==> config.mk <==
export PLATFORM = sky130hd
export DESIGN_NAME = i2s_codec_intf
export DESIGN_NICKNAME = d
export VERILOG_FILES = /design/src/rtl/i2s_pkg.sv /design/src/rtl/i2s_tx_ser.sv /design/src/rtl/i2s_codec_intf.sv
export SDC_FILE = /design/constraint.sdc
export NUM_CORES = 1
export LEC_CHECK = 0
export ABC_CLOCK_PERIOD_IN_PS = 2900
export BUFFER_PORTS_ARGS = -buffer_cell sky130_fd_sc_hd__buf_2
export CAP_MARGIN = 10
export CORE_MARGIN = 1
export CORE_UTILIZATION = 40
export DETAILED_ROUTE_END_ITERATION = 8
export GPL_TIMING_DRIVEN = 0
export PLACE_DENSITY = 0.72
export SYNTH_ARGS = -nofsm -noshare
export SYNTH_HDL_FRONTEND = slang
export SYNTH_SLANG_ARGS = --single-unit
==> constraint.sdc <==
create_clock -name clk -period 2.9 [get_ports clk]
set_clock_uncertainty 0.15 [all_clocks]
set_input_delay 0.435 -clock clk [delete_from_list [all_inputs] [get_ports clk]]
set_output_delay 0.435 -clock clk [all_outputs]
set_load 0.03 [all_outputs]
==> src/rtl/i2s_pkg.sv <==
// Shared constants and decode helpers for the I2S codec interface.
// The whole interface runs off one 10-bit free-running counter. The constants
// below are the counter bit positions and the counter values at which the
// RX/TX datapaths act.
package i2s_pkg;

  localparam int CNT_W     = 10;
  localparam int MCLK_BIT  = 1;
  localparam int SCLK_BIT  = 4;
  localparam int LRCLK_BIT = 9;
  localparam int SMPL_W    = 16;

  // The counter starts in the right slot, so the first (partial) frame after
  // reset carries no usable left word.
  localparam logic [CNT_W-1:0] CNT_RST = 10'h200;

  // Counter values of the SCLK rise that samples the last bit of each word.
  localparam logic [CNT_W-1:0] RX_LFT_DONE = 10'h20F;
  localparam logic [CNT_W-1:0] RX_RGT_DONE = 10'h00F;

  // Counter values of the SCLK fall that loads each word for transmission.
  // Loading one SCLK after the LRCLK edge gives the standard 1-bit delay.
  localparam logic [CNT_W-1:0] TX_LFT_LD = 10'h01F;
  localparam logic [CNT_W-1:0] TX_RGT_LD = 10'h21F;

  // Low counter bits at the cycle before SCLK rises / falls.
  localparam logic [SCLK_BIT:0] SCLK_RISE_PH = 5'h0F;
  localparam logic [SCLK_BIT:0] SCLK_FALL_PH = 5'h1F;

  // Action taken by the TX shift register in a given cycle.
  typedef enum logic [1:0] {
    TX_HOLD   = 2'd0,
    TX_LD_LFT = 2'd1,
    TX_LD_RGT = 2'd2,
    TX_SHIFT  = 2'd3
  } tx_op_e;

  // Map a counter value to the TX shift-register action. The two word-load
  // points are themselves SCLK falls, so they take priority over the shift.
  function automatic tx_op_e tx_op_decode(input logic [CNT_W-1:0] c);
    tx_op_e op;
    op = TX_HOLD;
    if (c == TX_LFT_LD) begin
      op = TX_LD_LFT;
    end else if (c == TX_RGT_LD) begin
      op = TX_LD_RGT;
    end else if (c[SCLK_BIT:0] == SCLK_FALL_PH) begin
      op = TX_SHIFT;
    end
    return op;
  endfunction

endpackage

==> src/rtl/i2s_tx_ser.sv <==
// I2S transmit serializer: left/right holding registers, a 16-bit shift
// register and the SDin output. The load/shift strobes come from the
// top-level counter decode, so this block has no notion of frame timing.
module i2s_tx_ser
  import i2s_pkg::*;
(
  input  logic              clk,
  input  logic              rst,
  input  logic              tx_vld,
  input  logic [SMPL_W-1:0] lft_in,
  input  logic [SMPL_W-1:0] rght_in,
  input  logic              ld_lft,
  input  logic              ld_rgt,
  input  logic              shift,
  output logic              SDin
);

  logic [SMPL_W-1:0] hold_l;
  logic [SMPL_W-1:0] hold_r;
  logic [SMPL_W-1:0] tx_sr;

  // Capture a new stereo pair whenever tx_vld is high; there is no back-pressure.
  always_ff @(posedge clk) begin
    if (rst) begin
      hold_l <= '0;
      hold_r <= '0;
    end else if (tx_vld) begin
      hold_l <= lft_in;
      hold_r <= rght_in;
    end
  end

  // Load a held word at its slot start, otherwise shift MSB-first on SCLK falls.
  // A load coinciding with tx_vld takes the previous holding value.
  always_ff @(posedge clk) begin
    if (rst) begin
      tx_sr <= '0;
    end else if (ld_lft) begin
      tx_sr <= hold_l;
    end else if (ld_rgt) begin
      tx_sr <= hold_r;
    end else if (shift) begin
      tx_sr <= {tx_sr[SMPL_W-2:0], 1'b0};
    end
  end

  // After 15 shifts the LSB sits in the MSB and is held until the next load,
  // i.e. through the first SCLK rise of the following slot.
  assign SDin = tx_sr[SMPL_W-1];

endmodule

==> src/rtl/i2s_codec_intf.sv <==
// I2S master between the audio codec and the sample datapath.
// A single free-running counter produces MCLK/SCLK/LRCLK directly from
// register bits and times every RX and TX action. Received words are
// deserialized here; transmission is delegated to i2s_tx_ser.
//
// Output stream: vld is a one-cycle pulse with no ready. In the vld cycle
// lft_chnnl/rght_chnnl hold a complete new stereo pair; the consumer must take
// it then. rght_chnnl stays stable for a full frame, lft_chnnl for 512 cycles.
module i2s_codec_intf
  import i2s_pkg::*;
(
  input  logic              clk,
  input  logic              rst,
  input  logic              SDout,
  input  logic              tx_vld,
  input  logic [SMPL_W-1:0] lft_in,
  input  logic [SMPL_W-1:0] rght_in,
  output logic              MCLK,
  output logic              SCLK,
  output logic              LRCLK,
  output logic              SDin,
  output logic              vld,
  output logic [SMPL_W-1:0] lft_chnnl,
  output logic [SMPL_W-1:0] rght_chnnl
);

  logic [CNT_W-1:0]  cnt;
  logic              sclk_rise;
  logic              rx_lft_done;
  logic              rx_rgt_done;
  logic [SMPL_W-1:0] rx_sr;
  logic [SMPL_W-1:0] rx_word;
  logic              armed;
  tx_op_e            tx_op;
  logic              tx_ld_lft;
  logic              tx_ld_rgt;
  logic              tx_shift;

  // Free-running frame counter; wraps every 1024 cycles.
  always_ff @(posedge clk) begin
    if (rst) begin
      cnt <= CNT_RST;
    end else begin
      cnt <= cnt + 10'd1;
    end
  end

  // Clocks come straight from counter flops, so they cannot glitch.
  assign MCLK  = cnt[MCLK_BIT];
  assign SCLK  = cnt[SCLK_BIT];
  assign LRCLK = cnt[LRCLK_BIT];

  // Decodes are one cycle ahead of the corresponding SCLK edge on the pins.
  assign sclk_rise   = (cnt[SCLK_BIT:0] == SCLK_RISE_PH);
  assign rx_lft_done = (cnt == RX_LFT_DONE);
  assign rx_rgt_done = (cnt == RX_RGT_DONE);

  // Word as it will look after this cycle's shift; used to publish a channel
  // in the same edge that samples its LSB.
  assign rx_word = {rx_sr[SMPL_W-2:0], SDout};

  // Sample SDout on every SCLK rise, MSB first.
  always_ff @(posedge clk) begin
    if (rst) begin
      rx_sr <= '0;
    end else if (sclk_rise) begin
      rx_sr <= rx_word;
    end
  end

  // Publish completed words. vld fires with the right word, but only once a
  // right-word boundary has been seen since reset, which skips the partial
  // frame that reset always lands in.
  always_ff @(posedge clk) begin
    if (rst) begin
      lft_chnnl  <= '0;
      rght_chnnl <= '0;
      vld        <= 1'b0;
      armed      <= 1'b0;
    end else begin
      vld <= 1'b0;
      if (rx_lft_done) begin
        lft_chnnl <= rx_word;
      end
      if (rx_rgt_done) begin
        rght_chnnl <= rx_word;
        vld        <= armed;
        armed      <= 1'b1;
      end
    end
  end

  // TX shift-register action for this cycle.
  assign tx_op     = tx_op_decode(cnt);
  assign tx_ld_lft = (tx_op == TX_LD_LFT);
  assign tx_ld_rgt = (tx_op == TX_LD_RGT);
  assign tx_shift  = (tx_op == TX_SHIFT);

  i2s_tx_ser u_tx_ser (
    .clk    (clk),
    .rst    (rst),
    .tx_vld (tx_vld),
    .lft_in (lft_in),
    .rght_in(rght_in),
    .ld_lft (tx_ld_lft),
    .ld_rgt (tx_ld_rgt),
    .shift  (tx_shift),
    .SDin   (SDin)
  );

endmodule

==> run summary <==
Clk Latency, worst-skew pair: 0.37 ns
Met3 Usage GRT: 0.03740
PwrDens: 506.1 nW/um^2
Slew margin rel.: 0.4223
Post-CTS Setup Repair Bufs: 0
DR iter-0 viols: 88
Crit path max-delay cell type: clkbuf_1
Starting Density: 0.4170
Hold slack: 0.1459 ns
Max-slew violation count: 0
CTS max path bufs: 2
Sequential-to-total area share from yosys stat: 0.4910
Most used DFF post-synth: dfxtp_1
Final WL: 9116 um
Post-DRT Antenna Nets: 0
Routed len/inst: 14.20 um
Total CTS buffers: 9
Worst min path class: in2reg
Met1 Use GR: 0.2032
Yosys warning total: 0
Chip height: 106.4 um
Period utilization: 0.9035
Critical path arrival: 2.73 ns
Initial antenna violation count: 0
CP Cell Sequence: ha_1 -> nand3_1 -> inv_1 -> ha_1 -> clkbuf_1 -> clkbuf_1 -> nor3b_1 -> mux2_2
TritonRoute pass-1 iters: 4
Root Driver: clkbuf_8
Crit-path leading delay family: buffers and inverters
DP Wirelength: 6594 um
GRT Max-Usage Layer: met2
Setup TNS: 0 ns
Mapped Area: 4363 sq um
DRC Markers: 0
Unrepaired setup endpoints after global routing: false
Core area: 10460 sq um
Ant. Diodes: 0
Peak supply drop: 0.3189 mV
Syn Inst Count: 420
Vias: 3209
Layout cells sized above 1: 0.2115
IO buf count: 71
Met2 usage: 0.3089
Clock slew at reported path FFs: 0.09 ns
Global-route wire length before repair: 15410 um
Measured slew at the worst slew-check pin: 0.8666 ns
Fmax: 381.7 MHz
Vias in the first global route: 3242
Total Routing Usage GR: 0.1718
Area Overhead vs Synth: 16.69%
Max H-tree Level: 3
Crit path time final: 2.620 ns
Worst-path fanout max: 10
Outcome: completed
Critical Path Max Stage Delay: 0.57 ns
Netlist cell types: 28
Die Wd: 106.4 um
Startpoint types: register
#FFs+latches synth: 107
CP bufs+invs: 3
Final Hold Vio Count: 0
EDFF count, synth: 0
Biggest area consumer among synthesized cells: dfxtp_1
Syn Nets: 459
Power Total: 0.002576 W
Sink Count: 107
Routed vias/inst: 4.998
LEAKAGE: 2.101 nW
Final Setup Violations: 0
Top-Level Pins: 73
Largest net degree at the start of global routing: 17
Synth async-reset ratio: 0
Die Area: 11330 sq um
Grt ovf: 0
GPL Wtd Cong: 0.7895
R2R setup slack: 0.28 ns
Post-synth top area share: 0.4910
Setup CP Type: reg2reg
Worst path required time: 3.01 ns
Nets: 541
CTS tree: yes
Num rows: 37
Largest cells by area after synthesis: dfxtp_1, mux2i_1, nand2b_1
Max-Cap Viols: 0
Setup crit end kind: register
Syn Area/Cell: 10.39 sq um
==> synth_stat cells (all sizes together) (2+ instances only) <==
cell type,count
mux2,16
dfxtp,107
mux2i,95
clkbuf,21
o21ai,4
nor4,17
buf,12
ha,3
nand4,2
nand2b,48
a211oi,15
a21oi,5
nand3,4
nor2,52
or3,5
inv,3
or4,2
==> through the flow <==
stage	setup WS (ns)	std cells	util	cell area [sq um]
floorplan	0.3854	420	-	4363
global placement	0.2530	627	0.4672	4888
detailed placement	0.1816	627	0.4672	4888
CTS	0.1530	642	0.4865	5090
global route	0.04534	642	0.4866	5091
finish	0.2798	642	0.4866	5091
==> worst min-delay path: stages <==
cell     delay (ns)
buf_2          0.07
mux2i_1        0.05
nor2_1         0.07
==> cells by family (layout without fill, tap and decap cells) <==
kind of cell	count (synthesis)	in the layout	synth area share
AOI/OAI and AO/OA	25	25	0.03814
muxes	111	111	0.2592
buffers and inverters	37	123	0.03585
and+or+nand+nor	135	135	0.1632
adders and majority gates	3	3	0.008604
xor gates and xnor gates	2	2	0.004016
DFF	107	107	0.4910
==> cell type report <==
| class | instances | area (sq um) |
|---|---|---|
| well taps | 136 | 170.2 |
| plain buffers | 33 | 142.6 |
| repair buffers | 71 | 355.3 |
| clock buffers | 11 | 151.4 |
| inverters | 4 | 15.01 |
| clock inverters | 4 | 50.05 |
| fillers | 1007 | 5371 |
| flip-flops and latches | 107 | 2142 |
| multi-input cells | 276 | 2064 |
==> power by group <==
part           internal (W)  switching [W]  total [W]
clock              0.000440       0.000478   0.000918
sequential          0.00150      0.0000163    0.00151
combinational     0.0000701      0.0000738   0.000144
total               0.00201       0.000568    0.00258
==> metal layers <==
layer  share of wire  wire (um)  up-vias
li1                -          -     1618
met1            0.46       4160     1516
met2            0.50       4515       58
met3           0.033        304       17
met4           0.015        135        0
met5               0          0        -
==> flip-flops by register name, summed over array words and instances, names as in the netlist <==
signal,cells
lft_chnnl,16
armed,1
cnt,10
u_tx_ser.tx_sr,16
u_tx_ser.hold_r,16
rx_sr,15
rght_chnnl,16
u_tx_ser.hold_l,16
vld,1
==> worst paths after layout <==
kind                            from                              end  cells past startpoint
setup / recovery   cnt[0]$_SDFF_PP0_   u_tx_ser.tx_sr[0]$_SDFFE_PP0P_                      8
hold / removal             lft_in[6]  u_tx_ser.hold_l[6]$_SDFFE_PP0P_                      3
setup reg to reg   cnt[0]$_SDFF_PP0_   u_tx_ser.tx_sr[0]$_SDFFE_PP0P_                      8
hold reg to reg   armed$_SDFFE_PP0N_                   vld$_SDFF_PP0_                      2
==> layout by cell type (no fill, tap or decap), types with 3 or more instances in the layout <==
cell type / Yosys / layout
buf_2: 2 / 73
buf_1: 8 / 8
clkbuf_8: 0 / 11
o21ai_0: 4 / 4
a21oi_1: 5 / 5
nor2_1: 52 / 52
inv_1: 3 / 3
nand2b_1: 48 / 48
mux2_2: 16 / 16
nor4_1: 17 / 17
clkbuf_1: 21 / 20
a211oi_1: 15 / 15
dfxtp_1: 107 / 107
or3_1: 5 / 5
ha_1: 3 / 3
mux2i_1: 95 / 95
nand3_1: 4 / 4
==> timing repair <==
action,CTS,global route
endpoints found under the setup margin,0,10
hold buffers,0,0
resized for setup,0,2
Note: power is estimated with default switching activity, not from simulation.
